[src/rtl/rf_ctrl_pkg.sv]
// Shared definitions for the register-file access controller and the RegisterFile it drives.
package rf_ctrl_pkg;

  localparam int DATA_W = 16;
  localparam int ADDR_W = 3;

  typedef enum logic [2:0] {
    ST_IDLE     = 3'd0,
    ST_READ     = 3'd1,
    ST_ISSUE    = 3'd2,
    ST_WAIT_RES = 3'd3,
    ST_WRITE    = 3'd4,
    ST_DONE     = 3'd5
  } state_t;

endpackage

[src/rtl/regfile_access_ctrl.sv]
// Register-file initiator: reads two sources, hands operands to the execute unit,
// waits (bounded) for the result and optionally writes it back.
module regfile_access_ctrl
  import rf_ctrl_pkg::*;
#(
  parameter int DATA_W  = rf_ctrl_pkg::DATA_W,
  parameter int ADDR_W  = rf_ctrl_pkg::ADDR_W,
  parameter int TIMEOUT = 15
) (
  input  logic              clk,
  input  logic              rst,
  input  logic              req_valid,
  output logic              req_ready,
  input  logic [ADDR_W-1:0] req_src1,
  input  logic [ADDR_W-1:0] req_src2,
  input  logic [ADDR_W-1:0] req_dst,
  input  logic              req_wb_en,
  output logic              rf_cs,
  output logic              rf_rd,
  output logic              rf_wr,
  output logic [ADDR_W-1:0] rf_rd_reg1,
  output logic [ADDR_W-1:0] rf_rd_reg2,
  input  logic [DATA_W-1:0] rf_rd_data1,
  input  logic [DATA_W-1:0] rf_rd_data2,
  output logic [ADDR_W-1:0] rf_wr_reg,
  output logic [DATA_W-1:0] rf_wr_data,
  output logic              op_valid,
  input  logic              op_ready,
  output logic [DATA_W-1:0] op_a,
  output logic [DATA_W-1:0] op_b,
  input  logic              res_valid,
  input  logic [DATA_W-1:0] res_data,
  output logic              done,
  output logic              timeout_err
);

  localparam int CW = $clog2(TIMEOUT + 1);
  localparam logic [CW-1:0] TO_LIM = CW'(TIMEOUT);

  state_t          state;
  logic            wb_en;
  logic [CW-1:0]   to_cnt;
  logic [CW-1:0]   to_cnt_nxt;

  // Saturating increment: the counter can never wrap back past the limit.
  assign to_cnt_nxt = (to_cnt == TO_LIM) ? to_cnt : to_cnt + 1'b1;

  // Single FSM; every output is registered and set on entry to the state that owns it.
  // The latched request lives directly in the address outputs, and rf_wr_data doubles
  // as the result register.
  always_ff @(posedge clk) begin
    if (rst) begin
      state       <= ST_IDLE;
      req_ready   <= 1'b1;
      rf_cs       <= 1'b0;
      rf_rd       <= 1'b0;
      rf_wr       <= 1'b0;
      rf_rd_reg1  <= '0;
      rf_rd_reg2  <= '0;
      rf_wr_reg   <= '0;
      rf_wr_data  <= '0;
      op_valid    <= 1'b0;
      op_a        <= '0;
      op_b        <= '0;
      done        <= 1'b0;
      timeout_err <= 1'b0;
      wb_en       <= 1'b0;
      to_cnt      <= '0;
    end else begin
      done        <= 1'b0;
      timeout_err <= 1'b0;
      case (state)
        ST_IDLE: begin
          // req_ready is 1 throughout IDLE, so req_valid alone is the handshake
          if (req_valid) begin
            rf_rd_reg1 <= req_src1;
            rf_rd_reg2 <= req_src2;
            rf_wr_reg  <= req_dst;
            wb_en      <= req_wb_en;
            req_ready  <= 1'b0;
            rf_cs      <= 1'b1;
            rf_rd      <= 1'b1;
            state      <= ST_READ;
          end
        end
        ST_READ: begin
          op_a     <= rf_rd_data1;
          op_b     <= rf_rd_data2;
          rf_cs    <= 1'b0;
          rf_rd    <= 1'b0;
          op_valid <= 1'b1;
          state    <= ST_ISSUE;
        end
        ST_ISSUE: begin
          if (op_ready) begin
            op_valid <= 1'b0;
            to_cnt   <= '0;
            state    <= ST_WAIT_RES;
          end
        end
        ST_WAIT_RES: begin
          if (res_valid) begin
            rf_wr_data <= res_data;
            if (wb_en) begin
              rf_cs <= 1'b1;
              rf_wr <= 1'b1;
              state <= ST_WRITE;
            end else begin
              done  <= 1'b1;
              state <= ST_DONE;
            end
          end else begin
            to_cnt <= to_cnt_nxt;
            // Abort once TIMEOUT cycles have been spent waiting
            if (to_cnt_nxt == TO_LIM) begin
              done        <= 1'b1;
              timeout_err <= 1'b1;
              state       <= ST_DONE;
            end
          end
        end
        ST_WRITE: begin
          rf_cs <= 1'b0;
          rf_wr <= 1'b0;
          done  <= 1'b1;
          state <= ST_DONE;
        end
        ST_DONE: begin
          req_ready <= 1'b1;
          state     <= ST_IDLE;
        end
        default: begin
          req_ready <= 1'b1;
          rf_cs     <= 1'b0;
          rf_rd     <= 1'b0;
          rf_wr     <= 1'b0;
          op_valid  <= 1'b0;
          state     <= ST_IDLE;
        end
      endcase
    end
  end

endmodule

[config.mk]
export PLATFORM = sky130hd
export DESIGN_NAME = regfile_access_ctrl
export DESIGN_NICKNAME = d
export VERILOG_FILES = /design/src/rtl/rf_ctrl_pkg.sv /design/src/rtl/regfile_access_ctrl.sv
export SDC_FILE = /design/constraint.sdc
export NUM_CORES = 1
export LEC_CHECK = 0
export ABC_AREA = 1
export BUFFER_PORTS_ARGS = -buffer_cell sky130_fd_sc_hd__buf_4
export CORE_ASPECT_RATIO = 1.75
export CORE_MARGIN = 1
export CORE_UTILIZATION = 46
export DETAILED_ROUTE_END_ITERATION = 8
export PLACE_DENSITY = 0.91
export SYNTH_ARGS = -nofsm -noshare
export SYNTH_HDL_FRONTEND = slang
export SYNTH_SLANG_ARGS = --single-unit
[constraint.sdc]
create_clock -name clk -period 1.5 [get_ports clk]
set_input_delay 0.225 -clock clk [delete_from_list [all_inputs] [get_ports clk]]
set_output_delay 0.225 -clock clk [all_outputs]
set_load 0.05 [all_outputs]
---- Yosys cells after proc, flatten, opt, wreduce, memory -nomap -nowiden ----
Cells that the tools add are included.
cells by class
  add/subtract/negate cells ............... 1
  equal/unequal tests ..................... 13
  multiplexer cells ....................... 24
  bitwise gates (word level) .............. 6
  reductions and logical operators ........ 17
operators by type and width
  kind                   number
  $reduce_or A4 Y1       4
  $pmux W3 S5            1
  $mux W3                4
  $mux W4                3
  $ne A2 B2 Y1 const B   5
  $reduce_and A2 Y1      5
  $mux W1                9
  $reduce_and A3 Y1      3
  $eq A4 B4 Y1 const B   2
  $pmux W1 S2            4
  $pmux W4 S2            1
  $eq A3 B2 Y1 const B   2
  $eq A3 B3 Y1 const B   2
  $not A1 Y1             6
  $pmux W1 S3            2
  $add A4 B1 Y4 const B  1
  $reduce_and A4 Y1      1
  $eq A3 B1 Y1 const B   1
  $logic_not A3 Y1       1
  $ne A3 B3 Y1 const B   1
  $reduce_or A3 Y1       1
  $reduce_bool A2 Y1     1
  $reduce_or A2 Y1       1
storage, ports and cells
  flip-flop bits (word level) ............. 72
  input bits .............................. 63
  output and inout port bits .............. 64
  word-level logic and storage cells ...... 77

---- Depth between registers and ports, before layout ----
  word-level depth ........................ 6
  mapped depth ............................ 11
  gate-level depth less buffers ........... 11

---- Worst setup path after synthesis ----
No wires, ideal clock.
  path type ............................... register to register
  start point ............................. reg to_cnt[0]
  end point ............................... reg state[1]
  library setup time ...................... 109 ps
  data arrival time ....................... 1231 ps
  data required time ...................... 1391 ps
  setup slack ............................. 160 ps
  cell stages (with the launch flop) ...... 11
  path through ............................ dfxtp_1 -> ha_1 -> nand3_1 -> nand2_1 -> nand2_1 -> nor2_1 -> nand2_1 -> nand2_1 -> nand3_1 -> nand2_1 -> inv_1
on the way
  cells in the longest elaborated chain, start to end .. 5
  elaborated cells on any way between the ends .. 6
ends and longest elaborated chain
  element                                               line                        source
  start, declared                                       regfile_access_ctrl.sv:42   logic [CW-1:0] to_cnt;
  start signal, assigned                                regfile_access_ctrl.sv:113  to_cnt <= to_cnt_nxt;
  $add A4 B1 Y4 / $eq A4 B4 Y1 (equally long branches)  regfile_access_ctrl.sv:46   assign to_cnt_nxt = (to_cnt == TO_LIM) ? to_cnt : to_cnt + 1'b1;
  $mux W4 *                                             regfile_access_ctrl.sv:46
  $eq A4 B4 Y1 *                                        regfile_access_ctrl.sv:115  if (to_cnt_nxt == TO_LIM) begin
  $ne A3 B3 Y1 (no line) *                              -
  $reduce_and A3 Y1 (no line) *                         -
  end signal, assigned                                  regfile_access_ctrl.sv:53   state <= ST_IDLE;
  end signal, assigned                                  regfile_access_ctrl.sv:118  state <= ST_DONE;
  end signal, assigned                                  regfile_access_ctrl.sv:126  state <= ST_DONE;
  end, declared                                         regfile_access_ctrl.sv:40   state_t state;
Mark *: on every way between the ends. The rest lies on a longest branch, timed or not.
A chain may end at the register's enable or synchronous reset.

---- Worst setup path in the final report ----
  start point ............................. reg state[2]
  end point ............................... reg state[2]
on the way
  cells in the longest elaborated chain, start to end .. 3
  elaborated cells on any way between the ends .. 10
ends and longest elaborated chain
  element                                                        line                       source
  start signal, assigned                                         regfile_access_ctrl.sv:53
  start signal, assigned                                         regfile_access_ctrl.sv:83  state <= ST_READ;
  start signal, assigned                                         regfile_access_ctrl.sv:92  state <= ST_ISSUE;
  $eq A3 B2 Y1 / $logic_not A3 Y1 (equally long branches)        regfile_access_ctrl.sv:72  case (state)
  $ne A3 B3 Y1 (no line) / $ne A2 B2 Y1 (equally long branches)  -
  $reduce_and A3 Y1 (no line)                                    -
Parallel ways exist; a longest one is shown, timed or not.

==> results.yml <==
run_status:
  status: "finished, final reports clean"
routing:
  vias: 2879
  drt_iter0_drc: 87
  ant_nets: 0
  wire_per_inst_um: 13.1
  routed_wl_um: 7480
  drc: 0
  viasPerCell: 5.02
  dr.pass1.iters: 4
run:
  cap_violations: 0
clocking:
  cts_hold_buf: 0
  cts.htree.levels: 3
  cts.sinks: 72
  cts_max_path_buffers: 2
  cts_buffers: 9
  cts_tree: "yes"
  cts-root-buf: "clkbuf_8"
  clkTransAtPathRegs_ps: 70
  postCtsSetupRepairBufs: 0
  clock_latency_ps: 340
die:
  coreArea_um2: 5630
  die_x_um: 60.0
  dieArea_um2: 6210
  die_h_um: 104
  ioPinCount: 127
  start_util_pct: 48.1
  core.rowCount: 36
setup_path:
  critPathMaxStageDelay_ps: 410
  cp-endpoint: "state[2]$_SDFFE_PP0P_"
  cp_slowest_cell: "dfxtp_1"
  cp_common_cell: "nand2_1"
  arrival_ps: 1610
  regToRegEndpoint: "state[2]$_SDFFE_PP0P_"
  r2r_start: "state[2]$_SDFFE_PP0P_"
  rrSetupSlack_ps: 100
  reg2reg_depth: 7
  path_max_fanout: 6
  cp_top_family: "simple AND/OR/NAND/NOR gates"
  crit_required_ps: 1710
  cp_cell_sequence: "nor2_4 > nand2_1 > or2_1 > nand2_1 > inv_1 > nand3_1 > nor2_1"
  end_kind: "flop"
  cp-startpoint: "state[2]$_SDFFE_PP0P_"
  crit_path_start_kind: "flop"
  cp.depth: 7
  crit_buf_inv: 1
  crit_type: "reg -> reg"
pwr:
  p_per_area_nw_per_um2: 1470
  total_power_mw: 5.94
  ir_drop_mv: 1.16
  leakagePower_nw: 1.81
finish:
  nNetsFinal: 556
  fillCellCount: 442
  layout-drive-gt1-share_pct: 33.8
  n_antenna_cell: 0
  top_regs: "op_a x16, op_b x16, rf_wr_data x16"
  utilization_pct: 71.7
  area_growth_pct: 49.0
synthesis:
  synth_top_area_share_pct: 53.2
  syn_nets: 428
  syn_area_per_cell_um2: 7.45
  synth_area_um2: 2710
  ys_top_cells_by_count: "112 x nand2_1, 72 x dfxtp_1, 65 x a21oi_1"
  syn_inst: 364
  synth_edf_count: 0
  ys_seq_area_share_pct: 53.2
  ys_async_sr_fraction_pct: 0
  yosys_register_bits: 72
  ys_top_cells_by_area: "dfxtp_1 53%, nand2_1 16%, a21oi_1 12%, inv_1 4.7%, o21ai_0 4.2%"
  synth.distinct_cells: 18
  yosys.area.top_type: "dfxtp_1"
  yosysWarningCount: 0
  yosysMostFrequentCell: "nand2_1"
  ys.flop_type: "dfxtp_1"
global_route:
  grt-ovfl-total: 0
  grt_pass1_wl_um: 11900
  first_global_vias: 2742
  grt_max_degree: 49
  grtUsageTotal_pct: 24.8
  antenna_found_initial: 0
timing:
  worst_pin_slew_ps: 482
  drv_slew: 0
  finalClockSkew_ps: 6.19
  fin_crit_ps: 1400
  hold_viol: 0
  relSlewSlack_pct: 67.9
  finalSetupViolCount: 0
  fmax_mhz: 713
  period_share_pct: 93.4
placement:
  portBuffers: 126
  gp_congestion: 0.910
  dpl.hpwl_um: 5470
worst_hold_path:
  min_from: "rf_rd_data2[8]"
  hp-class: "in -> reg"
-- stage by stage --
stage                     cells  cell area (µm²)  setup TNS (ps)  worst slack [ps]  hold slack [ps]
after floorplan             364             2710               0               160              368
after global placement      556             3740               0              90.2              431
after detailed placement    556             3740           -7.38             -7.38              437
after CTS                   572             3980               0              17.0              122
after global routing        573             4040           -15.6             -9.97              128
final                       573             4040               0              98.4              134
-- layout make-up --
type	count	area, µm²	area share, %
timing repair buffer	134	1020	25.2
sequential	72	1450	35.9
clock buffer	9	124	3.07
multi-input combinational	238	1090	26.9
tap	76	95.1	2.36
clock inverter	7	120	2.97
inverter	36	139	3.44
timing repair inverter	1	5.00	0.124
-- power by group --
part	leakage (nW)	internal, mW	switching [mW]
Combinational	1.10	0.594	1.27
Clock	0.119	1.11	0.712
Sequential	0.589	2.13	0.126
Total	1.81	3.83	2.11
-- worst register-to-register path: stages, from the launching register on --
cell and delay (ps):
dfxtp_1 410, nor2_4 180, nand2_1 120, or2_1 280, nand2_1 100, inv_1 60
nand3_1 80, nor2_1 50
-- what timing repair did --
action,CTS,global route
pin swaps,0,1
resized for setup,1,16
gates cloned,0,1
endpoints found under the setup margin,2,18
-- logic make-up after synthesis --
| kind of cell | synth area share (%) |
|---|---|
| and+or+nand+nor | 21.9 |
| buffers and inverters | 8.17 |
| adders and majority gates | 0.462 |
| DFF | 53.2 |
| AOI/OAI and AO/OA | 16.3 |
-- worst min-delay path by stage --
stage | to | depth (start not counted)
2_1_floorplan | op_a[0]$_SDFFE_PP0P_ | 2
3_3_place_gp | rf_wr_data[2]$_SDFFE_PP0P_ | 2
3_5_place_dp | rf_wr_data[0]$_SDFFE_PP0P_ | 2
4_1_cts | op_b[4]$_SDFFE_PP0P_ | 3
5_1_grt | op_b[8]$_SDFFE_PP0P_ | 3
6_report | op_b[8]$_SDFFE_PP0P_ | 3
-- cell usage in the layout (no fill, tap or decap), types with 2 or more instances in the layout --
cell type / instances
o21ai_0: 22
dfxtp_1: 68
nor3_1: 2
clkinv_4: 2
inv_1: 34
nand3_2: 2
nor2_1: 14
nand3_1: 10
nor2_2: 3
nand2_1: 109
clkinvlp_4: 2
nand2_2: 4
clkbuf_8: 9
dfxtp_2: 3
nand4_1: 3
a21oi_1: 65
buf_4: 133
bufinv_16: 3
-- layer usage --
metal	vias to the layer above	track usage (%)	share of wire [%]
li1	1412	-	-
met2	131	46.0	55
met4	0	12.1	3.3
met1	1315	23.0	35
met3	21	6.87	6.3
met5	-	0	0
Power figures use the tool's default switching activity.
